## config.mk

```make
export PLATFORM = sky130hd
export DESIGN_NAME = instruction_loader_flat
export DESIGN_NICKNAME = d
export VERILOG_FILES = /design/src/rtl/instruction_loader_pkg.sv /design/src/rtl/instruction_loader_if.sv /design/src/rtl/instruction_loader_byte_packer.sv /design/src/rtl/instruction_loader.sv /design/src/flat_wrapper.sv
export SDC_FILE = /design/constraint.sdc
export NUM_CORES = 1
export LEC_CHECK = 0
export BUFFER_PORTS_ARGS = -buffer_cell sky130_fd_sc_hd__buf_4
export CAP_MARGIN = 20
export CORE_MARGIN = 5
export CORE_UTILIZATION = 53
export DETAILED_ROUTE_END_ITERATION = 16
export MAX_ROUTING_LAYER = met4
export PLACE_DENSITY = 0.82
export RECOVER_POWER = 100
export SLEW_MARGIN = 20
export SYNTH_ARGS = -nofsm -noshare
export SYNTH_HDL_FRONTEND = slang
export SYNTH_HIERARCHICAL = 1
export SYNTH_SLANG_ARGS = --single-unit
```

## constraint.sdc

```tcl
create_clock -name clk -period 3.7 [get_ports clk]
set_clock_uncertainty 0.1 [all_clocks]
set_input_delay 0.74 -clock clk [delete_from_list [all_inputs] [get_ports clk]]
set_output_delay 0.74 -clock clk [all_outputs]
set_load 0.1 [all_outputs]
```

## src/rtl/instruction_loader_pkg.sv

```systemverilog
// Shared types and constants for the instruction loader.
// The CHECK state exists only when LOADER_CHECKSUM_EN is defined.
package loader_pkg;

  localparam int BYTES_PER_WORD    = 4;
  localparam int DEFAULT_ADDR_STEP = 4;

  typedef enum logic [2:0] {
    IDLE    = 3'd0,
    COLLECT = 3'd1,
    WRITE   = 3'd2,
`ifdef LOADER_CHECKSUM_EN
    CHECK   = 3'd3,
`endif
    FINISH  = 3'd4
  } loader_state_t;

  // Big-endian packing: earlier bytes migrate toward the MSBs.
  function automatic logic [31:0] pack_byte(input logic [31:0] word, input logic [7:0] data);
    return {word[23:0], data};
  endfunction

endpackage

```

## src/rtl/instruction_loader_if.sv

```systemverilog
// Host-side handshake and instruction-memory bus of the loader.
// checksum_error is present only when LOADER_CHECKSUM_EN is defined.
interface instruction_loader_if;

  logic        start;
  logic [7:0]  word_count;
  logic        byte_valid;
  logic [7:0]  byte_data;
  logic        byte_ready;
  logic        imem_write_en;
  logic [31:0] imem_address;
  logic [31:0] imem_write_data;
  logic        cpu_hold;
  logic        busy;
  logic        done;
`ifdef LOADER_CHECKSUM_EN
  logic        checksum_error;

  modport master (
    output start, word_count, byte_valid, byte_data,
    input  byte_ready, imem_write_en, imem_address, imem_write_data,
    input  cpu_hold, busy, done, checksum_error
  );

  modport slave (
    input  start, word_count, byte_valid, byte_data,
    output byte_ready, imem_write_en, imem_address, imem_write_data,
    output cpu_hold, busy, done, checksum_error
  );
`else
  modport master (
    output start, word_count, byte_valid, byte_data,
    input  byte_ready, imem_write_en, imem_address, imem_write_data,
    input  cpu_hold, busy, done
  );

  modport slave (
    input  start, word_count, byte_valid, byte_data,
    output byte_ready, imem_write_en, imem_address, imem_write_data,
    output cpu_hold, busy, done
  );
`endif

endinterface

```

## src/rtl/instruction_loader_byte_packer.sv

```systemverilog
// 8-to-32 big-endian shift register with a 2-bit byte counter;
// word_full flags the shift that completes the current word.
module byte_packer
  import loader_pkg::*;
(
  input  logic        clk,
  input  logic        reset,
  input  logic        clear,
  input  logic        shift_en,
  input  logic [7:0]  byte_in,
  output logic [31:0] word,
  output logic [1:0]  byte_count,
  output logic        word_full
);

  always_ff @(posedge clk or posedge reset) begin
    if (reset) begin
      word       <= '0;
      byte_count <= '0;
    end else if (clear) begin
      word       <= '0;
      byte_count <= '0;
    end else if (shift_en) begin
      word       <= pack_byte(word, byte_in);
      byte_count <= byte_count + 2'd1;
    end
  end

  assign word_full = shift_en && (byte_count == 2'(BYTES_PER_WORD - 1));

endmodule

```

## src/rtl/instruction_loader.sv

```systemverilog
// Loads a byte stream into instruction memory as 32-bit words while holding the CPU.
// Optional trailing XOR checksum byte is enabled by LOADER_CHECKSUM_EN.
module instruction_loader
  import loader_pkg::*;
#(
  parameter logic [31:0] BASE_ADDR = 32'h0000_0000,
  parameter logic [31:0] ADDR_STEP = 32'(DEFAULT_ADDR_STEP)
)
(
  input logic                 clk,
  input logic                 reset,
  instruction_loader_if.slave bus
);

  loader_state_t state;
  loader_state_t next_state;

  logic [7:0]  words_left;
  logic [31:0] address;
  logic [31:0] packed_word;
  logic [1:0]  byte_count;
  logic        word_full;
  logic        start_ok;
  logic        accept;
  logic        shift_en;

  logic ready;
  logic write_en;
  logic in_session;
  logic done_pulse;

`ifdef LOADER_CHECKSUM_EN
  logic [7:0] checksum_acc;
  logic       checksum_error;
`endif

  assign start_ok = (state == IDLE) && bus.start;
  assign accept   = bus.byte_valid && ready;
  assign shift_en = accept && (state == COLLECT);

  byte_packer packer (
    .clk        (clk),
    .reset      (reset),
    .clear      (start_ok),
    .shift_en   (shift_en),
    .byte_in    (bus.byte_data),
    .word       (packed_word),
    .byte_count (byte_count),
    .word_full  (word_full)
  );

  always_ff @(posedge clk or posedge reset) begin
    if (reset) state <= IDLE;
    else       state <= next_state;
  end

  always_comb begin
    next_state = state;
    case (state)
      IDLE: begin
        if (bus.start) next_state = (bus.word_count != 8'd0) ? COLLECT : FINISH;
      end
      COLLECT: begin
        if (word_full) next_state = WRITE;
      end
      WRITE: begin
`ifdef LOADER_CHECKSUM_EN
        next_state = (words_left == 8'd1) ? CHECK : COLLECT;
`else
        next_state = (words_left == 8'd1) ? FINISH : COLLECT;
`endif
      end
`ifdef LOADER_CHECKSUM_EN
      CHECK: begin
        if (accept) next_state = FINISH;
      end
`endif
      FINISH:  next_state = IDLE;
      default: next_state = IDLE;
    endcase
  end

  always_comb begin
    ready      = 1'b0;
    write_en   = 1'b0;
    in_session = (state != IDLE);
    done_pulse = 1'b0;
    case (state)
      COLLECT: ready      = 1'b1;
      WRITE:   write_en   = 1'b1;
`ifdef LOADER_CHECKSUM_EN
      CHECK:   ready      = 1'b1;
`endif
      FINISH:  done_pulse = 1'b1;
      default: ;
    endcase
  end

  // Address advances on leaving WRITE so it stays stable during the strobe.
  always_ff @(posedge clk or posedge reset) begin
    if (reset) begin
      words_left <= '0;
      address    <= BASE_ADDR;
    end else if (start_ok) begin
      words_left <= bus.word_count;
      address    <= BASE_ADDR;
    end else if (state == WRITE) begin
      words_left <= words_left - 8'd1;
      address    <= address + ADDR_STEP;
    end
  end

`ifdef LOADER_CHECKSUM_EN
  always_ff @(posedge clk or posedge reset) begin
    if (reset) begin
      checksum_acc   <= '0;
      checksum_error <= 1'b0;
    end else if (start_ok) begin
      checksum_acc   <= '0;
      checksum_error <= 1'b0;
    end else if (shift_en) begin
      checksum_acc   <= checksum_acc ^ bus.byte_data;
    end else if (accept && (state == CHECK)) begin
      checksum_error <= (bus.byte_data != checksum_acc);
    end
  end

  assign bus.checksum_error = checksum_error;
`endif

  assign bus.byte_ready      = ready;
  assign bus.imem_write_en   = write_en;
  assign bus.imem_address    = address;
  assign bus.imem_write_data = packed_word;
  assign bus.cpu_hold        = in_session;
  assign bus.busy            = in_session;
  assign bus.done            = done_pulse;

endmodule
```

## src/flat_wrapper.sv

```systemverilog
// flat-port wrapper written by rule: the top's interface ports become plain ports
module instruction_loader_flat import loader_pkg::*;
#(
  parameter logic [31:0] BASE_ADDR = 32'h0000_0000,
  parameter logic [31:0] ADDR_STEP = 32'(DEFAULT_ADDR_STEP)
)
  (clk, reset, bus_start, bus_word_count, bus_byte_valid, bus_byte_data, bus_byte_ready, bus_imem_write_en, bus_imem_address, bus_imem_write_data, bus_cpu_hold, bus_busy, bus_done);
  instruction_loader_if bus_i ();
  input logic clk;
  input logic reset;
  input wire logic [$bits(bus_i.start)-1:0] bus_start;
  input wire logic [$bits(bus_i.word_count)-1:0] bus_word_count;
  input wire logic [$bits(bus_i.byte_valid)-1:0] bus_byte_valid;
  input wire logic [$bits(bus_i.byte_data)-1:0] bus_byte_data;
  output wire logic [$bits(bus_i.byte_ready)-1:0] bus_byte_ready;
  output wire logic [$bits(bus_i.imem_write_en)-1:0] bus_imem_write_en;
  output wire logic [$bits(bus_i.imem_address)-1:0] bus_imem_address;
  output wire logic [$bits(bus_i.imem_write_data)-1:0] bus_imem_write_data;
  output wire logic [$bits(bus_i.cpu_hold)-1:0] bus_cpu_hold;
  output wire logic [$bits(bus_i.busy)-1:0] bus_busy;
  output wire logic [$bits(bus_i.done)-1:0] bus_done;
  assign bus_i.start = bus_start;
  assign bus_i.word_count = bus_word_count;
  assign bus_i.byte_valid = bus_byte_valid;
  assign bus_i.byte_data = bus_byte_data;
  assign bus_byte_ready = bus_i.byte_ready;
  assign bus_imem_write_en = bus_i.imem_write_en;
  assign bus_imem_address = bus_i.imem_address;
  assign bus_imem_write_data = bus_i.imem_write_data;
  assign bus_cpu_hold = bus_i.cpu_hold;
  assign bus_busy = bus_i.busy;
  assign bus_done = bus_i.done;
  instruction_loader #(.BASE_ADDR(BASE_ADDR), .ADDR_STEP(ADDR_STEP)) u_core (.clk(clk), .reset(reset), .bus(bus_i));
endmodule
```

==> qor.csv, run 1 <==
metric,value,unit
"Clk Latency, worst-skew pair",350,ps
Clock Path Buffers,2,
via count,3013,
"Max FO, Critical Path",18,
Worst-path clk slew,80,ps
routed len/inst,16.4,um
"count leader, synth",dfrtp_1,
pin count of the biggest net entering global routing,35,
H-tree levels,3,
Commonest cells post-synth,"dfrtp_1 (75), nor2_1 (52), mux2i_1 (37), nand2_1 (23), a21oi_1 (15)",
n_diodes,0,
design area,4250,um2
Post-synth ARST share,100,%
synth top area cells,"dfrtp_1 (51%), mux2i_1 (10%), nor2_1 (5.3%), or4_1 (2.7%), nand2_1 (2.3%)",
# hold bufs at CTS,0,
antenna violations before repair,0,
Post-synth EDFFs,0,
Total Routing Usage GR,22.1,%
Hold WC Path Type,flip-flop to flip-flop,
post-route ant nets,0,
pwr/cell area,919,nW/um2
Synth Area per Inst,10.2,um2
count of different cell masters after synthesis,49,
failing checks,"capacitance limit, slew limit",
Synthesis Warnings,6,
worst reg2reg setup slack,670,ps
Core Region,6760,um2
cell taking the most area after synthesis,dfrtp_1,
Hold WS,430,ps
crit path kind,flip-flop to flip-flop,
die area,8700,um2
sequential share of the synthesized area,51.1,%
total grt overflow,0,
Leak,1.87,nW
Layout area overhead,15.6,%
minimum clock period,3030,ps
Rows,30,
Max Clock Freq,330,MHz
period utilization,82.0,%
Post CTS Setup Buffer Count,0,
status,"complete, but fails checks",
CP startpoint kind,flip-flop,
Final Hold Viols,0,
final setup fails,0,
setup TNS,0,ps
# clock sinks,75,
vias in the first global route,3045,
Vias/cell,5.73,
"Core Util, Final",62.9,%
CTS tree,built,
slew margin rel.,-17.0,%
Synth top area share,51.1,%
Post-route DRC,0,
CTS Buf Count,9,
drt pass-1 iters,5,
Setup crit end kind,flip-flop,
routability cong.,0.884,
width of the die,93.3,um
Starting Density,54.4,%
MaxCap Viol Count,1,
CTS root buf,clkbuf_8,
number of nets in the layout,465,
Slew Limit Fails,35,
io pins,89,
Crit path arrival time,3170,ps
Yosys reg bits,75,
Starting DRT DRC Count,194,
Required @ worst endpoint,3840,ps
layout cell share with drive strength beyond 1,10.1,%
Die Ht,93.3,um
global-route wire length before repair,15000,um
main flop type after synthesis,dfrtp_1,
Syn Inst Count,359,
total routed wirelength,8650,um
Final HPWL DP,6250,um
peak supply drop,0.000827,V
mapped cell area,3670,um2
RSZ-0062 raised after global routing,no,
transition time of the tightest slew-check pin,1750,ps
Area after DPL,4320,um2
port bufs,86,
Resize count post-CTS,0,
==> final timing paths <==
| check | depth (start not counted) | end | startpoint |
|---|---|---|---|
| max | 5 | u_core/bus.imem_address[30] | u_core/state[0] |
| min | 2 | u_core/packer/word[24] | u_core/packer/word[24] |
| max reg2reg | 5 | u_core/bus.imem_address[30] | u_core/state[0] |
| min reg2reg | 2 | u_core/packer/word[24] | u_core/packer/word[24] |
| max in group asynchronous | 3 | u_core/packer/word[11] | reset |
| min in group asynchronous | 2 | u_core/bus.imem_address[9] | reset |
==> metrics by stage <==
stage	setup WS [ps]	total power [mW]	instances
2_1_floorplan	216	3.02	360
3_3_place_gp	975	3.40	510
3_5_place_dp	937	3.45	510
4_1_cts	1020	4.09	526
5_1_grt	468	4.09	526
6_report	666	3.90	526
==> cell usage in the layout (no fill, tap or decap), types with 3 or more instances in the layout <==
cell type,n
dfrtp_1,75
clkbuf_1,69
nor2_1,52
mux2i_1,37
nand2_1,23
buf_4,19
a21oi_1,15
inv_1,13
or4_1,13
o21ai_0,12
clkbuf_8,9
or3_1,9
nand4_1,8
nand3_1,8
xnor2_1,8
nor3_1,7
o31ai_1,7
o211ai_1,6
nor4_1,4
ha_1,4
clkinvlp_4,3
nand2b_1,3
and4_1,3
and2_1,3
==> critical path: stages, from the launching register on <==
cell and delay [ps]:
dfrtp_1 440, or4b_2 870, inv_1 500, clkbuf_1 650, nor2_1 90, mux2_2 280
==> sequential cells by signal, indices dropped and copies added (netlist names) <==
name	count
u_core/bus.imem_address	30
u_core/packer/byte_count	2
u_core/packer/word	32
u_core/state	3
u_core/words_left	8
==> area by class of cell <==
class                           instances  area (um2)
Fill cell                             600        2510
Sequential cell                        75        1880
Multi-Input combinational cell        250        1600
Timing Repair Buffer                   91         419
Clock buffer                            9         124
Tap cell                               80         100
Clock inverter                          7        75.1
Inverter                               14        52.6
==> kinds of logic (layout without fill, tap and decap cells) <==
| logic type | count (synthesis) | count (layout) | synth area share, % |
|---|---|---|---|
| and+or+nand+nor | 147 | 147 | 20.7 |
| DFF | 75 | 75 | 51.1 |
| AOI/OAI and AO/OA | 50 | 50 | 8.68 |
| muxes | 38 | 38 | 10.4 |
| buffers and inverters | 35 | 121 | 5.55 |
| xor gates and xnor gates | 9 | 9 | 2.15 |
| adders and majority gates | 4 | 4 | 1.36 |
| other | 1 | 2 | 0.102 |
==> power breakdown <==
part	total [mW]	leakage, nW	switching [mW]	internal, mW
logic	2.04	0.776	1.72	0.320
clock network	0.639	0.0923	0.324	0.315
registers	1.22	1.00	0.185	1.04
==> routing by layer <==
metal	global-route usage, %	vias up	part of all wire (%)
li1	-	1433	-
met1	29.1	1458	42
met2	33.1	110	48
met3	6.44	12	8.5
met4	7.33	0	1.3
met5	-	-	0
No activity file was read; power rests on OpenSTA's default activity.
==> run 2, diff against run 1 <==
ABC_AREA = 1   (was not set)
CORE_UTILIZATION = 49   (was 53)
PLACE_DENSITY = 0.79   (was 0.82)
clock period = 2.55 ns   (was 3.7 ns; I/O delays follow)
==> qor.csv, run 2 <==
metric,value,unit,change
Reg area,1880,um2,unchanged
Min-Delay Endpoint,u_core/packer/word[6],,was u_core/packer/word[24]
RSZ-0062 raised after global routing,no,,unchanged
layout cell share with drive strength beyond 1,17.0,%,was 10.1%
sequential share of the synthesized area,46.1,%,was 51.1%
Vias/cell,5.18,,was 5.73
Hold WC Path Type,input pin to flip-flop,,was flip-flop to flip-flop
n_diodes,0,,unchanged
worst reg2reg setup slack,410,ps,was 670 ps
count of different cell masters after synthesis,34,,was 49
minimum clock period,2290,ps,
mapped cell area,4070,um2,was 3670 um2
Post CTS Setup Buffer Count,0,,unchanged
Commonest cells post-synth,"nand2_1 (163), dfrtp_1 (75), nor2_1 (69), inv_1 (45), nand3_1 (40)",,"was dfrtp_1 (75), nor2_1 (52), mux2i_1 (37), nand2_1 (23), a21oi_1 (15)"
CP startpoint kind,flip-flop,,unchanged
main flop type after synthesis,dfrtp_1,,unchanged
CTS Buf Count,9,,unchanged
Resize count post-CTS,0,,unchanged
Synth top area share,46.1,%,was 51.1%
Synth Area per Inst,7.87,um2,was 10.2 um2
cell taking the most area after synthesis,dfrtp_1,,unchanged
routability cong.,0.890,,was 0.884
Yosys reg bits,75,,unchanged
slew margin rel.,-18.5,%,was -17.0%
crit path kind,flip-flop to output port,,was flip-flop to flip-flop
Reg2Reg Capture Point,u_core/packer/word[18],,was u_core/bus.imem_address[30]
Post-synth EDFFs,0,,unchanged
Rows,33,,was 30
failing checks,"capacitance limit, slew limit",,unchanged
"Clk Latency, worst-skew pair",340,ps,was 350 ps
"count leader, synth",nand2_1,,was dfrtp_1
Slew Limit Fails,35,,unchanged
Final HPWL DP,7280,um,was 6250 um
R2R cell count,8,,was 5
Post-synth ARST share,100,%,unchanged
Clock Path Buffers,2,,unchanged
die area,10200,um2,was 8700 um2
Min-Delay Path Depth,3,,was 2
Required @ worst endpoint,1940,ps,was 3840 ps
number of nets in the layout,625,,was 465
peak supply drop,0.00111,V,was 0.000827 V
Synthesis Warnings,6,,unchanged
CTS root buf,clkbuf_8,,unchanged
total routed wirelength,9760,um,was 8650 um
pwr/cell area,1270,nW/um2,was 919 nW/um2
routed len/inst,13.7,um,was 16.4 um
Final Hold Viols,0,,unchanged
fillers,792,,was 600
Starting Density,50.0,%,was 54.4%
total grt overflow,0,,unchanged
Syn Inst Count,517,,was 359
transition time of the tightest slew-check pin,1780,ps,was 1750 ps
pin count of the biggest net entering global routing,42,,was 35
drt pass-1 iters,5,,unchanged
most frequent cells in the layout,"nand2_1 (166), dfrtp_1 (75), nor2_1 (74)",,"was dfrtp_1 (75), clkbuf_1 (69), nor2_1 (52)"
status,"complete, but fails checks",,unchanged
design area,4630,um2,was 4250 um2
Starting DRT DRC Count,124,,was 194
synth top area cells,"dfrtp_1 (46%), nand2_1 (15%), nor2_1 (6.4%), nand3_2 (5.4%), nand3_1 (4.9%)",,"was dfrtp_1 (51%), mux2i_1 (10%), nor2_1 (5.3%), or4_1 (2.7%), nand2_1 (2.3%)"
vias in the first global route,3634,,was 3045
# clock sinks,75,,unchanged
H-tree levels,3,,unchanged
via count,3684,,was 3013
reg2reg start,u_core/state[0],,unchanged
# hold bufs at CTS,0,,unchanged
final setup fails,0,,unchanged
io pins,89,,unchanged
global-route wire length before repair,16500,um,was 15000 um
Leak,2.45,nW,was 1.87 nW
Post-route DRC,0,,unchanged
post-route ant nets,0,,unchanged
pre-CTS WS,556,ps,was 937 ps
Total Routing Usage GR,20.7,%,was 22.1%
setup TNS,0,ps,unchanged
"Max FO, Critical Path",12,,was 18
max reg flops,32,,unchanged
MaxCap Viol Count,1,,unchanged
port bufs,86,,unchanged
CTS tree,built,,unchanged
Max Clock Freq,437,MHz,
Setup crit end kind,output port,,was flip-flop
period utilization,89.8,%,
Core Region,8130,um2,was 6760 um2
hold_sp,bus_byte_data[6],,was u_core/packer/word[24]
"commonest non-fill, non-tap cell in the layout",nand2_1,,was dfrtp_1
area of the multi-input gates,1730,um2,was 1600 um2
Hold WS,286,ps,was 430 ps
Final WS setup,260,ps,was 666 ps
width of the die,101,um,was 93.3 um
Crit path arrival time,1680,ps,was 3170 ps
Layout area overhead,13.8,%,was 15.6%
Area after DPL,4750,um2,was 4320 um2
Die Ht,101,um,was 93.3 um
Worst-path clk slew,90,ps,was 80 ps
"Most flops, register",u_core/packer/word,,unchanged
antenna violations before repair,0,,unchanged
==> run 2: cell types whose count changed after synthesis, moves of 7 or more <==
cell | previous run | this run
inv_1 | 12 | 45
or3_1 | 9 | 0
buf_6 | 1 | 9
nand2_1 | 23 | 163
clkbuf_1 | 7 | 0
nand3_2 | 0 | 22
mux2i_1 | 37 | 0
o31ai_1 | 7 | 0
xnor2_1 | 8 | 1
nand3_1 | 8 | 40
or4_1 | 13 | 0
nor2_1 | 52 | 69
==> run 2: area by class of cell <==
type	instances	share of cell area (%)
Clock buffer	9	2.67
Timing Repair Buffer	90	10.8
Sequential cell	75	40.5
Inverter	49	4.03
Multi-Input combinational cell	376	37.3
Clock inverter	7	1.81
Tap cell	105	2.84
==> run 2: cells by family (layout without fill, tap and decap cells) <==
group	count (synthesis)	count (layout)	synth area share [%]
compound gates	34	34	4.92
simple gates	331	331	38.1
xor+xnor	5	5	1.08
flops	75	75	46.1
buf+inv	67	155	8.43
fa+ha+maj	4	4	1.23
other cells	1	2	0.0922
==> run 2: worst max-delay path by stage <==
stage / slack, ps / from / to
global placement: 640 / u_core/state[0] / u_core/packer/word[28]
global route: 130 / u_core/state[2] / bus_imem_write_en
finish: 260 / u_core/state[2] / bus_imem_write_en
detailed placement: 560 / u_core/state[0] / u_core/packer/word[29]
CTS: 270 / u_core/state[2] / bus_imem_write_en
floorplan: 250 / u_core/state[0] / bus_done
==> run 2: metal layers <==
layer  vias to the layer above  share of wire [%]  global-route usage (%)
li1                       1818                  -                       -
met1                      1750                 41                    23.5
met2                        95                 51                    35.3
met3                        21                5.3                    4.08
met4                         0                2.3                    8.90
met5                         -                  0                       -
==> run 2: metrics by stage <==
stage	utilization [%]	power, mW	std cells
3_3_place_gp	58.4	5.14	695
4_1_cts	60.9	6.19	711
3_5_place_dp	58.4	5.22	695
2_1_floorplan	-	4.60	518
5_1_grt	56.9	6.19	711
6_report	56.9	5.88	711
==> run 2: worst max-delay path, stage by stage (launching register included) <==
cell	delay [ps]
dfrtp_1	450
inv_1	120
nand2_1	90
nor2_4	270
clkbuf_4	410
==> run 2: power by group <==
group          total [mW]  switching, mW  internal, mW
combinational        3.17           2.68         0.490
sequential           1.74          0.247          1.49
clock               0.965          0.494         0.471
total                5.88           3.43          2.45
==> run 3, diff against run 2 <==
BUFFER_PORTS_ARGS = not set   (was -buffer_cell sky130_fd_sc_hd__buf_4)
CORE_UTILIZATION = 53   (was 49)
DONT_BUFFER_PORTS = 1   (was not set)
PLACE_DENSITY = 0.74   (was 0.79)
SYNTH_HIERARCHICAL = not set   (was 1)
==> qor.csv, run 3 <==
metric,value,unit,change
Top Layer Used,met4,,unchanged
total grt overflow,0,,unchanged
"Clk Latency, worst-skew pair",340,ps,about the same
Syn Inst Count,499,,was 517
Synth top area share,49.6,%,was 46.1%
most frequent cells in the layout,"nand2_1 (120), inv_1 (92), dfrtp_1 (75)",,"was nand2_1 (166), dfrtp_1 (75), nor2_1 (74)"
# clock sinks,75,,unchanged
Final HPWL DP,6750,um,was 7280 um
synth top area cells,"dfrtp_1 (50%), nand2_1 (12%), inv_1 (9.0%), nor2_1 (6.0%), nand3_1 (4.2%)",,"was dfrtp_1 (46%), nand2_1 (15%), nor2_1 (6.4%), nand3_2 (5.4%), nand3_1 (4.9%)"
number of nets in the layout,591,,was 625
slew margin rel.,-21.8,%,was -18.5%
WL met3,748,um,was 517 um
"Max FO, Critical Path",19,,was 12
Synthesis Warnings,0,,was 6
Critical Path Max Stage Delay,440,ps,was 450 ps
die area,8930,um2,was 10200 um2
post-route ant nets,0,,unchanged
pre-CTS WS,412,ps,was 556 ps
antenna violations before repair,0,,unchanged
Routed met2 length,4520,um,was 4980 um
width of the die,94.5,um,was 101 um
"Core Util, Final",63.6,%,was 56.9%
H-tree levels,3,,unchanged
n_diodes,0,,unchanged
pwr/cell area,1280,nW/um2,was 1270 nW/um2
Commonest cells post-synth,"nand2_1 (120), inv_1 (91), dfrtp_1 (75), nor2_1 (61), nand3_1 (32)",,"was nand2_1 (163), dfrtp_1 (75), nor2_1 (69), inv_1 (45), nand3_1 (40)"
Max Clock Freq,417,MHz,was 437 MHz
crit path kind,flip-flop to output port,,unchanged
mapped cell area,3790,um2,was 4070 um2
cell breakdown of the critical path,inv_1 > nand2_1 > nor2_4 > buf_6,,was inv_1 > nand2_1 > nor2_4 > clkbuf_4
final setup fails,0,,unchanged
layout cell share with drive strength beyond 1,10.5,%,was 17.0%
wire length on met1,3800,um,was 4040 um
main flop type after synthesis,dfrtp_1,,unchanged
failing checks,"capacitance limit, slew limit",,unchanged
Post-synth ARST share,100,%,unchanged
CTS root buf,clkbuf_8,,unchanged
routed len/inst,13.8,um,was 13.7 um
total routed wirelength,9190,um,was 9760 um
Starting DRT DRC Count,233,,was 124
Die Ht,94.5,um,was 101 um
MaxCap Viol Count,1,,unchanged
Post-route DRC,0,,unchanged
"count leader, synth",nand2_1,,unchanged
global-route wire length before repair,15500,um,was 16500 um
Resize count post-CTS,0,,unchanged
minimum clock period,2400,ps,was 2290 ps
drt pass-1 iters,4,,was 5
Post CTS Setup Buffer Count,0,,unchanged
period utilization,94.1,%,was 89.8%
max reg flops,32,,unchanged
Setup crit end kind,output port,,unchanged
"commonest non-fill, non-tap cell in the layout",nand2_1,,unchanged
Post-synth EDFFs,0,,unchanged
port bufs,0,,was 86
R2R cell count,8,,unchanged
Slew Limit Fails,76,,was 35
Starting Density,55.1,%,was 50.0%
routability cong.,0.911,,was 0.890
io pins,89,,unchanged
Final Hold Viols,0,,unchanged
Core Region,6870,um2,was 8130 um2
cell taking the most area after synthesis,dfrtp_1,,unchanged
Total Routing Usage GR,22.6,%,was 20.7%
count of different cell masters after synthesis,33,,was 34
Hold WS,192,ps,was 286 ps
Crit path arrival time,1790,ps,was 1680 ps
Vias/cell,5.17,,was 5.18
peak supply drop,0.00128,V,was 0.00111 V
Min-Delay Path Depth,2,,was 3
Worst-path clk slew,80,ps,was 90 ps
via count,3454,,was 3684
transition time of the tightest slew-check pin,1830,ps,was 1780 ps
Rows,30,,was 33
Required @ worst endpoint,1940,ps,about the same
Hold WC Path Type,input pin to flip-flop,,unchanged
Leak,2.20,nW,was 2.45 nW
Layout area overhead,15.3,%,was 13.8%
vias in the first global route,3273,,was 3634
Yosys reg bits,75,,unchanged
Clock Path Buffers,2,,unchanged
# hold bufs at CTS,0,,unchanged
"Most flops, register",u_core.packer.word,,was u_core/packer/word
worst-path cell with the longest stage delay,dfrtp_1,,unchanged
status,"complete, but fails checks",,unchanged
CP startpoint kind,flip-flop,,unchanged
sequential share of the synthesized area,49.6,%,was 46.1%
CTS tree,built,,unchanged
CTS Buf Count,9,,unchanged
Synth Area per Inst,7.59,um2,was 7.87 um2
setup TNS,0,ps,unchanged
Final WS setup,150,ps,was 260 ps
pin count of the biggest net entering global routing,76,,was 42
RSZ-0062 raised after global routing,no,,unchanged
==> run 3: cell count changes in the layout (fill, tap and decap cells not counted), moves of 3 or more <==
cell / change
nor3b_1: -4
buf_4: -15
nand3_1: -28
clkbuf_2: -23
inv_1: +45
inv_6: -3
clkbuf_1: +19
clkinv_2: +3
nand2_1: -46
o22ai_1: +15
o21ai_0: +20
nor2_1: -12
==> run 3: layout make-up <==
| type | instances | area (um2) |
|---|---|---|
| clock buffer | 10 | 138 |
| inverter | 93 | 349 |
| fill | 633 | 2500 |
| sequential | 75 | 1880 |
| multi-input combinational | 318 | 1500 |
| tap | 96 | 120 |
| clock inverter | 6 | 41.3 |
| timing repair buffer | 70 | 344 |
==> run 3: metrics by stage <==
step           total power, mW  cells  area (um2)
3_5_place_dp              5.01    652        4410
6_report                  5.60    668        4370
5_1_grt                   5.93    668        4370
2_1_floorplan             4.32    500        3790
4_1_cts                   5.85    668        4590
3_3_place_gp              4.95    652        4410
==> run 3: power by group <==
part           leakage (nW)  switching (mW)  internal (mW)
Clock                0.0960           0.448          0.380
Combinational          1.10            2.69          0.457
Sequential             1.00           0.125           1.50
==> run 3: critical path: cells and delay by family (launching register included) <==
family	cells	cell delay [ps]
DFF	1	440
buffers and inverters	2	480
and+or+nand+nor	2	510
==> run 3: kinds of logic (layout without fill, tap and decap cells) <==
group / Yosys count / count (layout) / share of synthesized area, %
DFF: 75 / 75 / 49.6
and+or+nand+nor: 239 / 239 / 26.3
xor gates and xnor gates: 4 / 4 / 0.925
muxes: 1 / 1 / 0.297
other: 1 / 2 / 0.0990
adders and majority gates: 4 / 4 / 1.32
buffers and inverters: 107 / 179 / 11.3
AOI/OAI and AO/OA: 68 / 68 / 10.2
==> run 3: path summary, 6_finish.rpt <==
| check | start | to | slack [ps] |
|---|---|---|---|
| min | bus_word_count[2] | u_core.words_left[2] | 190 |
| max reg2reg | u_core.state[0] | u_core.bus.imem_address[15] | 340 |
| min reg2reg | u_core.packer.word[29] | u_core.packer.word[29] | 390 |
| max in group asynchronous | reset | u_core.bus.imem_address[12] | 660 |
| max | u_core.state[0] | bus_imem_write_en | 150 |
| min in group asynchronous | reset | u_core.packer.word[28] | 600 |
==> run 3: metal layers <==
metal	track usage (%)	up-vias
met3	5.58	13
met1	27.9	1629
met2	36.5	114
met4	7.57	0
li1	-	1698
met5	-	-
